## config.mk

```make
export PLATFORM = sky130hd
export DESIGN_NAME = sum
export DESIGN_NICKNAME = d
export VERILOG_FILES = /design/src/rtl/sum.sv
export SDC_FILE = /design/constraint.sdc
export NUM_CORES = 1
export LEC_CHECK = 0
export CELL_PAD_IN_SITES_DETAIL_PLACEMENT = 1
export CELL_PAD_IN_SITES_GLOBAL_PLACEMENT = 2
export CORE_ASPECT_RATIO = 1.1
export CORE_MARGIN = 10
export CORE_UTILIZATION = 24
export CTS_CLUSTER_DIAMETER = 50
export DETAILED_ROUTE_END_ITERATION = 10
export GPL_TIMING_DRIVEN = 0
export HOLD_SLACK_MARGIN = 0.1
export PLACE_DENSITY = 0.84
export SYNTH_ARGS = -nofsm -noshare
export SYNTH_HDL_FRONTEND = slang
export SYNTH_SLANG_ARGS = --single-unit
```

## constraint.sdc

```tcl
create_clock -name clk -period 3.3 [get_ports clk]
set_input_delay 0.66 -clock clk [delete_from_list [all_inputs] [get_ports clk]]
set_output_delay 0.66 -clock clk [all_outputs]
set_load 0.005 [all_outputs]
```

## src/rtl/sum.sv

```systemverilog
// PC incrementer for the rv32i single-cycle core.
// The combinational pc_in + STEP feeds the next-PC mux with zero latency.
// A registered copy of the sum and its carry-out is kept for pipelined or
// debug consumers. Only the registered copy is affected by reset.
module sum #(
  parameter int unsigned           WIDTH    = 32,
  // Increment applied to pc_in; must be less than 2**WIDTH.
  parameter int unsigned           STEP     = 4,
  parameter logic [WIDTH-1:0]      RESET_PC = '0
) (
  input  logic             clk,
  input  logic             rst,
  input  logic             en,
  input  logic [WIDTH-1:0] pc_in,
  output logic [WIDTH-1:0] pc_out,
  output logic             wrap,
  output logic [WIDTH-1:0] pc_q,
  output logic             wrap_q
);

  // The step is widened by one bit so the carry-out lands in the MSB of the sum.
  localparam logic [WIDTH:0] STEP_EXT = (WIDTH+1)'(STEP);

  logic [WIDTH:0]   sum_full;
  logic [WIDTH-1:0] pc_d;
  logic             wrap_d;

  // Full-width add: the low WIDTH bits are the next PC, the top bit is the wrap flag.
  always_comb begin
    sum_full = {1'b0, pc_in} + STEP_EXT;
    pc_out   = sum_full[WIDTH-1:0];
    wrap     = sum_full[WIDTH];
    pc_d     = pc_out;
    wrap_d   = wrap;
  end

  // Registered copy of the sum; async reset clears it, en gates the capture.
  always_ff @(posedge clk or posedge rst) begin
    // NOTE: Sequential state uses non-blocking assignments so every register
    // samples its inputs from before the edge, regardless of statement order.
    if (rst) begin
      pc_q   <= RESET_PC;
      wrap_q <= 1'b0;
    end else if (en) begin
      pc_q   <= pc_d;
      wrap_q <= wrap_d;
    end
  end

endmodule

```

==> results of run 1 <==
==> routing by layer <==
layer,vias up,global-route usage [%]
met4,0,3.298
met5,-,0
met2,65,25.52
met3,7,4.801
met1,1098,14.82
li1,1078,-
==> how the worst max path moves through the flow <==
stage,endpoint,slack (ns),depth (start not counted)
after floorplan,pc_out[29],0.62,5
after global placement,pc_out[25],-0.85,6
after detailed placement,pc_out[25],-0.96,6
after CTS,pc_out[25],0.02,6
after global routing,pc_out[16],-0.07,7
final,pc_out[18],0.05,7
==> layout make-up <==
class / count / share of cell area, %
multi-input combinational: 175 / 35.64
timing repair buffer: 115 / 31.01
sequential: 33 / 23.66
tap: 111 / 3.980
clock buffer: 7 / 2.474
buffer: 11 / 2.259
inverter: 9 / 0.9681
==> state kept, by name (all words and copies together), names as in the netlist <==
signal / count
pc_q: 32
wrap_q: 1
==> report_power, final <==
part | internal, mW | total, mW | switching (mW)
sequential | 0.443 | 0.463 | 0.0198
clock | 0.166 | 0.321 | 0.155
combinational | 0.178 | 0.315 | 0.137
==> critical path: stages <==
cell and delay, ns:
clkdlybuf4s15_2 0.22, nand3_2 0.10, or4_4 0.54, buf_6 0.15, or3_1 0.33, nand2_1 0.08, clkdlybuf4s50_1 0.50
==> timing repair <==
item | 4_1_cts | 5_1_grt
resized for setup | 97 | 11
setup buffers | 13 | 3
setup endpoints to repair | 23 | 10
hold buffers | 0 | 0
pin swaps | 7 | 2
==> logic make-up after synthesis <==
group	Yosys count
xor+xnor	15
flops	33
fa+ha+maj	1
buf+inv	20
simple gates	113
compound gates	33
mux	13
==> cells in the mapped netlist <==
| library cell | n | share of area (%) |
|---|---|---|
| buf_4 | 2 | 0.74 |
| nand2_1 | 27 | 5.0 |
| nand4_1 | 13 | 4.0 |
| ha_1 | 1 | 0.62 |
| mux2_2 | 13 | 7.2 |
| buf_1 | 3 | 0.56 |
| nand3_2 | 1 | 0.50 |
| a41o_1 | 2 | 0.99 |
| o21ai_1 | 3 | 0.74 |
| o221ai_1 | 1 | 0.43 |
| or3_1 | 7 | 2.2 |
| a2bb2oi_1 | 1 | 0.43 |
| or4_1 | 6 | 2.2 |
| nand3_1 | 10 | 2.5 |
| nor4_1 | 4 | 1.2 |
| a211o_1 | 1 | 0.43 |
| nand2b_1 | 1 | 0.31 |
| dfrtp_1 | 33 | 41 |
| a31o_2 | 2 | 0.87 |
| and4_1 | 3 | 1.3 |
| and3_1 | 4 | 1.2 |
| nor4b_1 | 1 | 0.43 |
| nor2_1 | 28 | 5.2 |
| o31ai_1 | 6 | 2.2 |
| buf_6 | 1 | 0.56 |
| nor3_1 | 4 | 0.99 |
| o21ai_0 | 2 | 0.50 |
| clkbuf_1 | 5 | 0.93 |
| or4_4 | 3 | 1.7 |
| a31oi_1 | 13 | 4.0 |
| clkinv_1 | 1 | 0.19 |
| a21oi_1 | 1 | 0.25 |
| xnor2_1 | 12 | 5.2 |
| a21o_1 | 1 | 0.37 |
| inv_1 | 8 | 1.5 |
| nor2b_1 | 1 | 0.31 |
| xor2_1 | 3 | 1.3 |
==> per-stage QoR <==
stage / instance area, sq um / util (%)
finish: 3490 / 42.16
global placement: 3152 / 38.08
CTS: 3440 / 41.56
floorplan: 2022 / -
detailed placement: 3152 / 38.08
global route: 3490 / 42.16
==> reports/metrics.cfg, run 1 <==
[run_status]
status=complete, no violations

[die]
rows=35
ios=101
core_sq_um=8277
die_y_microns=116.3
start_util_pct=24.43
die_w_microns=107.5
die-area_sq_um=12500

[placed_design]
numPortBuffers=99
gp_congestion=0.7647
pre_cts_ws_ns=-0.9650
dpl.hpwl_microns=6637
dp.cells=438

[detailed_routing]
vias=2248
drt-pass1-iter-count=4
drcViolationCount=0
drt_iter0_markers=85
wl_per_cell_microns=18.63
m1WireLength_microns=3384
met2_length_microns=4483
drtAntennaViolNets=0
via_per_inst=4.876
routed_wirelength_microns=8589
top_layer_used=met4
wl_met3_microns=634

[layout]
final_cells=461
layout-drive-gt1-share_pct=24.57
multi_input_area_sq_um=1244
seqCellArea_sq_um=825.8
mostFrequentLayoutCell=clkdlybuf4s50_1
layout_common_cells=clkdlybuf4s50_1 (61), dfrtp_1 (33), nor2_1 (27)
num-fill-cells=947
nets=386
n_antenna_cell=0
area_growth_syn_to_layout_pct=72.59

[global_route]
grt_antenna_before_repair=0
grt_max_degree=34
grt_use_total_pct=13.88
first_global_vias=2547
grt-ovfl-total=0
grt_pass1_wl_microns=13740

[critical_path]
path_max_fanout=10
cp-start-kind=input pin
end_kind=output pin
path_class=in -> out
cp.required_ns=2.64
r2r_end=wrap_q
r2r_cells=2
reg2reg_from=wrap_q
rrSetupSlack_ns=2.49
startpoint=pc_in[9]
worst_ep_arrival_time_ns=2.59

[min_path]
hold_end=pc_q[27]
hp-start=pc_q[27]
hold_class=reg -> reg
hold_path_depth=1

[sta]
timing.fmax_mhz=307.3
relSlewSlack_pct=49.61
period_share_pct=98.62
finalWorstSetupSlack_ns=0.04542
totalNegativeSetupSlack_ns=0
rsz0062_at_grt=yes
hold_violations=0
tightest_slew_ns=0.7559
min_period_ns=3.255
finClkSkew_ns=0
setup_viol=0
drv_slew=0
whs_ns=0.4983

[pwr]
p_leak_nw=1.425
power_mw=1.099
vdd_drop_max_uv=174.2
powerDensity_nw_per_um2=314.9

[clocking]
cts_sinks=33
cts-root-buf=clkbuf_8
cts.clk_slew.worst_paths_ns=0.07
htreeDepth=2
cts_buffers=5
clock_latency_ns=0.29
cts_tree=done
clockBufferDepth=2

[logic_synthesis]
seq_area_frac_synth_pct=40.84
synth_cell_types=37
synth_top_family_by_area=simple AND/OR/NAND/NOR gates
yosys_register_bits=33
synth_nets=264
yosysWarnings=0
synth_compound_area_share_pct=11.26
synthCells=228
syn-cell-area_sq_um=2022
syn_avg_cell_area_sq_um=8.868
synthAdderAreaFrac_pct=0.6188
synth_xor_area_share_pct=6.498
synth-simple-area-share_pct=29.08
muxShareOfSynthArea_pct=7.240

[run]
maxCapViolCount=0

Note: power is estimated with default switching activity, not from simulation.
==> inputs of run 2 (changes only) <==
Settings changed: PLACE_DENSITY 0.84 to 0.91.
==> run 2 against run 1 <==
Against the previous run: sequential share of layout area rose by 0.051 points; count of clock-buffer cells in the layout fell by 2; power fell by 2.5%; worst setup slack improved by 0.0088 ns; global-route usage barely moved; highest routed layer unchanged; cell count fell by 0.22%.
==> reports/metrics.cfg, run 2 (synthesis results as in run 1) <==
[layout]
area_growth_syn_to_layout_pct=72.22
largest_reg_flops=32
layout-drive-gt1-share_pct=24.93
n_antenna_cell=0
mostFrequentLayoutCell=clkdlybuf4s50_1
layout_common_cells=clkdlybuf4s50_1 (63), dfrtp_1 (33), nor2_1 (27)
regMostFlops=pc_q
top_regs=pc_q (32), wrap_q (1)
final_area_sq_um=3482
final_cells=460
fin_util_pct=42.07
num-fill-cells=955
nets=386

[clocking]
cts_buffers=5
ctsHoldBuffers=0
cts.clk_slew.worst_paths_ns=0.07
cts-root-buf=clkbuf_8
cts_tree=done
clock_latency_ns=0.29
htreeDepth=2
cts_sinks=33
clockBufferDepth=2

[sta]
tightest_slew_ns=0.7300
relSlewSlack_pct=51.26
min_period_ns=3.246
period_share_pct=98.36
hold_violations=0
finalWorstSetupSlack_ns=0.05424
totalNegativeSetupSlack_ns=0
whs_ns=0.5008
rsz0062_at_grt=no
finClkSkew_ns=0
timing.fmax_mhz=308.1
setup_viol=0
drv_slew=0

[global_route]
grt_use_total_pct=13.92
grt-ovfl-total=0
grt_pass1_wl_microns=13780
grt_max_degree=34
grt_antenna_before_repair=0
first_global_vias=2578

[min_path]
hold_class=reg -> reg

[die]
core_sq_um=8277
die_w_microns=107.5
rows=35
start_util_pct=24.43
die_y_microns=116.3
die-area_sq_um=12500
ios=101

[detailed_routing]
m1WireLength_microns=3325
via_per_inst=4.930
top_layer_used=met4
wl_per_cell_microns=18.71
drt-pass1-iter-count=4
drtAntennaViolNets=0
vias=2268
drcViolationCount=0
met2_length_microns=4506
routed_wirelength_microns=8605
wl_met3_microns=680
drt_iter0_markers=48

[run]
maxCapViolCount=0

[critical_path]
path_max_fanout=10
rrSetupSlack_ns=2.48
startpoint=pc_in[9]
cp-start-kind=input pin
path_class=in -> out
r2r_cells=2
worst_ep_arrival_time_ns=2.59
r2r_end=wrap_q
crit_end=pc_out[18]
cp.required_ns=2.64
reg2reg_from=wrap_q
end_kind=output pin

[pwr]
powerDensity_nw_per_um2=307.6
vdd_drop_max_uv=133.9
p_leak_nw=1.409
power_mw=1.071

[placed_design]
numPortBuffers=99
dp.cells=438
gp_congestion=0.7817
dpl_cell_area_sq_um=3152
pre_cts_ws_ns=-0.9408
dpl.hpwl_microns=6729

[run_status]
status=complete, no violations

run 2: cell types whose count changed in the layout (fill, tap and decap cells not counted), moves of 2 or more:
cell and change:
clkbuf_2 +2, clkdlybuf4s50_1 +2, nor3_2 +2, clkdlybuf4s15_2 -4
run 2: layer usage:
metal,track usage (%),vias up
li1,-,1075
met5,0,-
met2,25.52,57
met3,5.740,7
met4,2.941,0
met1,14.51,1129
run 2: critical path: stages:
cell,delay (ns)
clkdlybuf4s15_2,0.22
nand3_2,0.09
or4_4,0.54
buf_6,0.16
or3_4,0.33
nand2_1,0.08
clkdlybuf4s50_1,0.50
run 2: how the worst min path moves through the flow:
stage                     cells after the start       end      from  slack (ns)
after floorplan                               1  pc_q[27]  pc_q[27]        0.49
after global placement                        1  pc_q[27]  pc_q[27]        0.48
after detailed placement                      1  pc_q[27]  pc_q[27]        0.48
after CTS                                     1  pc_q[27]  pc_q[27]        0.51
after global routing                          1   pc_q[0]   pc_q[0]        0.53
final                                         1  pc_q[27]  pc_q[27]        0.50
run 2: final cells by class:
class,instances,area [sq um],area share [%]
multi-input combinational,175,1257,36.11
inverter,9,33.78,0.9702
clock inverter,1,5.005,0.1437
sequential,33,825.8,23.72
timing repair buffer,115,1064,30.54
buffer,11,88.84,2.551
tap,111,138.9,3.988
clock buffer,5,68.82,1.976
run 2: timing repair:
item,CTS,global route
endpoints found under the hold margin,0,0
pin swaps,7,2
resized for setup,95,10
setup endpoints to repair,23,7
buffers inserted,14,2
run 2: report_power, final:
| part | internal (mW) | leakage (nW) | switching [mW] |
|---|---|---|---|
| clock | 0.139 | 0.0399 | 0.153 |
| sequential | 0.443 | 0.380 | 0.0202 |
| combinational | 0.178 | 0.990 | 0.138 |
==> inputs of run 3 (changes only) <==
Settings changed: CORE_MARGIN 10 to 1.
==> run 3 against run 2 <==
Against the previous run: count of clock-buffer cells in the layout grew 2; sequential share of layout area fell by 0.32 points; sequential power hardly changed; via count rose by 0.84%; clock skew is the same; fmax up 0.85%; cell count grew 0.22%; wire length decreased by 8.4%.
==> reports/metrics.cfg, run 3 (synthesis results as in run 1) <==
[critical_path]
crit_chain=clkdlybuf4s15_2 > nand3_4 > or4_4 > clkbuf_8 > nor2_1 > and3_1 > clkdlybuf4s50_1
path_class=in -> out
path_max_fanout=10
crit_buf_inv=3
cp-start-kind=input pin
r2r_end=wrap_q
r2r_cells=2
worst_path_largest_cell_delay_ns=0.54
crit_end=wrap
end_kind=output pin
worst_ep_arrival_time_ns=2.56
cp.depth=7
cp.required_ns=2.64
path_delay_family=simple AND/OR/NAND/NOR gates
startpoint=pc_in[10]
rrSetupSlack_ns=2.49
reg2reg_from=wrap_q
cp_slowest_cell=or4_4

[min_path]
hold_class=reg -> reg

[global_route]
grt_use_total_pct=18.65
grt_antenna_before_repair=0
grt_max_degree=19
first_global_vias=2396
grt_pass1_wl_microns=12450
grt-ovfl-total=0

[layout]
layout_common_cells=clkdlybuf4s50_1 (64), dfrtp_1 (33), nor2_1 (28)
top_regs=pc_q (32), wrap_q (1)
n_antenna_cell=0
layout-drive-gt1-share_pct=28.05
largest_reg_flops=32
multi_input_area_sq_um=1301
mostFrequentLayoutCell=clkdlybuf4s50_1
num-fill-cells=927
area_growth_syn_to_layout_pct=74.57
regMostFlops=pc_q
nets=388
seqCellArea_sq_um=825.8

[detailed_routing]
drcViolationCount=0
via_per_inst=4.961
met2_length_microns=4045
drt-pass1-iter-count=4
wl_per_cell_microns=17.09
vias=2287
routed_wirelength_microns=7879
wl_met3_microns=423
drtAntennaViolNets=0
m1WireLength_microns=3331
drt_iter0_markers=90
top_layer_used=met4

[pwr]
powerDensity_nw_per_um2=321.9
vdd_drop_max_uv=146.7
p_leak_nw=1.443

[die]
rows=34
die_y_microns=98.27
die-area_sq_um=8796
start_util_pct=25.15
core_sq_um=8040
die_w_microns=89.52
ios=101

[clocking]
cts_buffers=5
ctsHoldBuffers=0
cts_tree=done
cts-root-buf=clkbuf_8
cts_sinks=33
clockBufferDepth=2
cts.clk_slew.worst_paths_ns=0.08
clock_latency_ns=0.29
htreeDepth=2

[sta]
timing.fmax_mhz=310.7
tightest_slew_ns=0.7554
totalNegativeSetupSlack_ns=0
drv_slew=0
whs_ns=0.5011
relSlewSlack_pct=49.59
hold_violations=0
min_period_ns=3.218
period_share_pct=97.53
setup_viol=0
finClkSkew_ns=0
rsz0062_at_grt=no

[run_status]
status=complete, no violations

[placed_design]
dpl.hpwl_microns=5914
numPortBuffers=99
gp_congestion=0.7775

[run]
maxCapViolCount=0

-- run 3: changes by cell type in the layout (fill, tap and decap cells not counted), sizes merged --
cell | before | now
clkdlybuf4s50 | 63 | 64
or4 | 9 | 10
dlygate4sd2 | 21 | 12
clkbuf | 14 | 19
buf | 24 | 31
dlymetal6s2s | 0 | 1
clkdlybuf4s15 | 9 | 7
-- run 3: worst min path at each step --
stage	startpoint	endpoint	slack (ns)	depth (start not counted)
global route	pc_q[4]	pc_q[4]	0.53	2
global placement	pc_q[27]	pc_q[27]	0.48	1
floorplan	pc_q[27]	pc_q[27]	0.49	1
CTS	pc_q[27]	pc_q[27]	0.51	1
finish	pc_q[27]	pc_q[27]	0.50	1
detailed placement	pc_q[27]	pc_q[27]	0.48	1
-- run 3: metal layers --
metal | GRT usage (%) | vias up
met4 | 4.151 | 0
met3 | 4.480 | 9
met2 | 32.47 | 66
met1 | 22.94 | 1123
met5 | 0 | -
li1 | - | 1089
-- run 3: timing repair --
item | CTS | global route
gates cloned | 1 | 1
buffers inserted | 15 | 1
endpoints found under the setup margin | 21 | 9
pin swaps | 8 | 4
gates resized for setup | 112 | 20
-- run 3: worst reg2reg max path, cell delays in order, from the launching register on --
cell,delay (ns)
dfrtp_1,0.38
nor2b_1,0.13
a41o_1,0.20
-- run 3: cell type report --
cell class	count	share of cell area, %
timing repair buffer	117	30.20
sequential	33	23.40
clock buffer	7	2.730
tap	108	3.828
inverter	9	0.9571
clock inverter	1	0.1418
buffer	10	1.879
multi-input combinational	176	36.87
-- run 3: power by group --
part,internal [mW],switching [mW]
Combinational,0.181,0.138
Sequential,0.443,0.0198
Clock,0.189,0.165
Total,0.813,0.323
-- run 3: stage by stage --
| step | std cells | area (sq um) | power (mW) | setup slack (ns) | util (%) |
|---|---|---|---|---|---|
| floorplan | 228 | 2022 | 0.5699 | 0.6216 | - |
| global placement | 435 | 3148 | 0.7735 | -0.7911 | 39.15 |
| detailed placement | 436 | 3176 | 0.7867 | -0.8203 | 39.50 |
| CTS | 459 | 3521 | 1.148 | -0.004211 | 43.79 |
| global route | 461 | 3530 | 1.194 | 0.001007 | 43.90 |
| finish | 461 | 3530 | 1.136 | 0.08156 | 43.90 |
==> RTL change 1 (config.mk and constraints of run 2) <==
Change the parameter `WIDTH` from 32 to 16.
--- a/src/rtl/sum.sv
+++ b/src/rtl/sum.sv
@@ -4,5 +4,5 @@
 // debug consumers. Only the registered copy is affected by reset.
 module sum #(
-  parameter int unsigned           WIDTH    = 32,
+  parameter int unsigned           WIDTH    = 16,
   // Increment applied to pc_in; must be less than 2**WIDTH.
   parameter int unsigned           STEP     = 4,
Ports: changed (resized pc_in, pc_out and pc_q); port bits go from 101 to 53. The function was not compared with the original's and may differ.
==> RTL change 1 against run 2 <==
  * Core utilization increased by 1.9 points
  * Area after synthesis decreased by 55%
  * Highest routed layer unchanged
  * Largest power group unchanged
  * Total power decreased by 47%
  * First-iteration DRC count decreased by 83%
  * Sequential cell count decreased by 16
  * Combinational power decreased by 47%
  * Sequential share of layout area increased by 2.8 points
  * Critical path type unchanged
  * Critical endpoint is now pc_out[14]
  * Routed wire length decreased by 62%
  * Cell area decreased by 54%
  * Worst setup slack improved by 0.032 ns
  * Global-route usage decreased by 3.6 points
==> RTL change 1: results (changes against run 2) <==
Setup path
  • Crit. Startpoint: pc_in[3] (was pc_in[9])
  • CP Max Fanout: 5 (was 10)
  • Worst R2R Setup Slack: 2.54 ns (was 2.48 ns)
  • Reg2Reg Depth: 1 (was 2)
  • Critical Path End: pc_out[14] (was pc_out[18])
  • Worst stage delay on the critical path: 0.56 ns (was 0.54 ns)

Logic synthesis
  • Top cells by area, synth: dfrtp_1 (47%), mux2_2 (18%), xor2_1 (7.7%), xnor2_1 (3.8%), nand3_1 (2.7%) (was dfrtp_1 (41%), mux2_2 (7.2%), nor2_1 (5.2%), xnor2_1 (5.2%), nand2_1 (5.0%))
  • Mapped Cells: 77 (was 228)
  • Commonest cells post-synth: dfrtp_1 (17), mux2_2 (15), xor2_1 (8), nor2_1 (6) (was dfrtp_1 (33), nor2_1 (28), nand2_1 (27))
  • Distinct cells, synth: 21 (was 37)
  • Mapped Nets: 97 (was 264)

Power and ir drop
  • Gate power share: 29.2% (was 29.5%)
  • Max VDD drop: 0.215 mV (was 0.134 mV)
  • Pleak: 0.698 nW (was 1.41 nW)
  • Comb group: 0.000166 W (was 0.000316 W)
  • Switching part of the total: 26.5% (was 29.1%)
  • Register share of total power: 42.4% (was 43.3%)

Placement
  • Post-Place Setup Slack: -0.221 ns (was -0.941 ns)
  • Hpwl dp: 2660 um (was 6730 um)
  • GP Congestion: 0.824 (was 0.782)
  • Placed Area: 1490 um2 (was 3150 um2)

Layout
  • Biggest regs: pc_q x16, wrap_q x1 (was pc_q x32, wrap_q x1)
  • Fill count: 410 (was 955)
  • Fin cells: 186 (was 460)
  • Max FFs per register: 16 (was 32)
  • Post-route cell area: 1610 um2 (was 3480 um2)

Clocking
  • Worst skew pair latency: 0.26 ns (was 0.29 ns)
  • Post-CTS Resized: 4 (was 95)
  • # H-tree levels: 1 (was 2)
  • TritonCTS buffer count: 3 (was 5)

Detailed routing
  • Drt pass-1 iters: 3 (was 4)
  • Routed WL: 3280 um (was 8610 um)
  • Vias: 819 (was 2268)

Outcome
  • Status: finished, final reports clean (unchanged)

Global routing
  • GRT Total Usage: 10.4% (was 13.9%)
  • First-pass GRT wire length: 5370 um (was 13800 um)
  • Number of global-route vias before repair: 980 (was 2578)
  • Grt met3 use: 3.94% (was 5.74%)

Die
  • Core area: 3650 um2 (was 8280 um2)

Timing
  • Worst Tran Pin Value: 0.683 ns (was 0.730 ns)
-- RTL change 1: metal layers --
metal / up-vias / wire length, um
li1: 374 / -
met1: 402 / 1160
met2: 35 / 1780
met3: 8 / 227
met4: 0 / 121
met5: - / 0
-- RTL change 1: kinds of logic after synthesis --
logic type               synth area share, %
AND/OR/NAND/NOR                         15.6
flip-flops                              46.6
multiplexers                            19.7
XOR/XNOR                                11.5
buffers and inverters                   4.66
AO/OA/AOI/OAI                          0.547
adder cells (fa/ha/maj)                 1.37
-- RTL change 1: final cells by class --
cell class	count	area share [%]
timing repair buffer	55	34.2
multi-input combinational	51	29.9
sequential	17	26.5
tap	50	3.90
clock buffer	3	2.57
buffer	4	1.48
inverter	5	1.17
clock inverter	1	0.312
-- RTL change 1: worst max-delay path: cells and delay by family --
kind | cells | cell delay (ns)
buffers and inverters | 2 | 1.10
adders and majority gates | 1 | 0.25
and+or+nand+nor | 2 | 0.33
xor gates and xnor gates | 1 | 0.22
==> RTL change 2 (flow settings as in run 2) <==
Without the edit above. Reset style: synchronous (`rst`), changed in one clocked block. Comments in the files are not updated.
--- a/src/rtl/sum.sv
+++ b/src/rtl/sum.sv
@@ -36,5 +36,5 @@
 
   // Registered copy of the sum; async reset clears it, en gates the capture.
-  always_ff @(posedge clk or posedge rst) begin
+  always_ff @(posedge clk) begin
     // NOTE: Sequential state uses non-blocking assignments so every register
     // samples its inputs from before the edge, regardless of statement order.
Check against the original RTL: differs if rst is asserted again (counterexample within 4 cycles, from zero or initial values and one cycle with rst high); with rst held inactive, the same outputs for 10 cycles.
==> RTL change 2 against run 2 <==
  * Area after synthesis down 5.3%
  * Worst hold slack worse by 0.024 ns
  * Routed wire length down 4.5%
  * Sequential cell count unchanged
  * Total power down 5.1%
  * Register-to-register slack worse by 0.03 ns
  * Worst setup slack better by 0.070 ns
  * Cell area down 5.8%
  * Clock skew unchanged
  * Critical endpoint is now pc_out[21]
  * Largest cell class unchanged
==> RTL change 2: results (changes against run 2) <==
Detailed routing
  • Routed WL: 8220 um (was 8610 um)
  • DR WL met3: 759 um (was 680 um)
  • DR WL met2: 3880 um (was 4510 um)
  • Initial DRC count: 35 (was 48)

Placement
  • Hpwl dp: 6200 um (was 6730 um)
  • Placed Area: 3040 um2 (was 3150 um2)

Worst hold path
  • Hold_sp: wrap_q (was pc_q[27])
  • Hold Path Depth: 2 (was 1)
  • Hold EP: wrap_q (was pc_q[27])

Global routing
  • Met2 usage: 23.6% (was 25.5%)
  • Initial antenna violation count: 1 (was 0)
  • First-pass GRT wire length: 13500 um (was 13800 um)
  • GRT Total Usage: 13.8% (was 13.9%)
  • Pin count of the biggest net entering global routing: 11 (was 34)
  • Number of global-route vias before repair: 2512 (was 2578)

Layout
  • Share of layout cells above drive strength 1: 13.0% (was 24.9%)
  • Final net count: 389 (was 386)
  • Fill count: 952 (was 955)

Power and ir drop
  • Pleak: 1.31 nW (was 1.41 nW)

Outcome
  • Status: finished, final reports clean (unchanged)

Setup path
  • Critical path arrival: 2.52 ns (was 2.59 ns)
  • CP Max Fanout: 5 (was 10)
  • R2r startpoint: pc_q[23] (was wrap_q)
  • Crit. Startpoint: pc_in[14] (was pc_in[9])
  • Critical Path End: pc_out[21] (was pc_out[18])

Logic synthesis
  • Register area share after synthesis: 34.5% (was 40.8%)
  • Post-synth ARST share: 0% (was 100%)

Timing
  • Slew HR: 54.6% (was 51.3%)
RTL change 2: changes by cell type after synthesis, moves of 13 or more:
cell and change:
dfrtp_1 -33, a31oi_1 -13, mux2_2 -13, a311oi_1 +14, nor2_1 +13, dfxtp_1 +33
RTL change 2: layout make-up:
class	count	area (um2)	area share, %
clock inverter	2	10.0	0.305
tap	108	135	4.12
sequential	33	661	20.1
clock buffer	6	72.6	2.21
buffer	15	97.6	2.98
multi-input combinational	182	1230	37.5
timing repair buffer	108	1040	31.7
antenna	1	2.50	0.0763
inverter	8	30.0	0.916
RTL change 2: repair_timing:
action                     4_1_cts  5_1_grt
resized for setup               49       13
gates cloned                     3        0
setup buffers                    6        2
pin swaps                        7        3
hold endpoints to repair         0        0
setup endpoints to repair       21        7
RTL change 2: logic make-up after synthesis:
logic type | share of synthesized area, %
AND/OR/NAND/NOR | 33.2
AO/OA/AOI/OAI | 16.3
flip-flops | 34.5
buffers and inverters | 5.82
XOR/XNOR | 6.40
multiplexers | 3.14
adder cells (fa/ha/maj) | 0.653
RTL change 2: power groups by stage:
stage               Combinational, W  Clock (W)  Sequential, W
floorplan                  0.0000891          0       0.000450
global placement            0.000274          0       0.000447
detailed placement          0.000277          0       0.000448
CTS                         0.000273   0.000318       0.000439
global route                0.000296   0.000344       0.000442
finish                      0.000268   0.000309       0.000439
RTL change 2: per-stage QoR:
stage / instances / worst slack (ns)
2_1_floorplan: 236 / 0.827
3_3_place_gp: 443 / -0.475
3_5_place_dp: 443 / -0.484
4_1_cts: 460 / 0.00915
5_1_grt: 463 / 0.0249
6_report: 463 / 0.124
RTL change 2: worst max-delay path, cell delays in order:
cell and delay [ns]:
clkdlybuf4s50_1 0.49, and2_4 0.22, nand3_2 0.12, or3_4 0.36, xnor2_1 0.14, clkdlybuf4s50_1 0.52
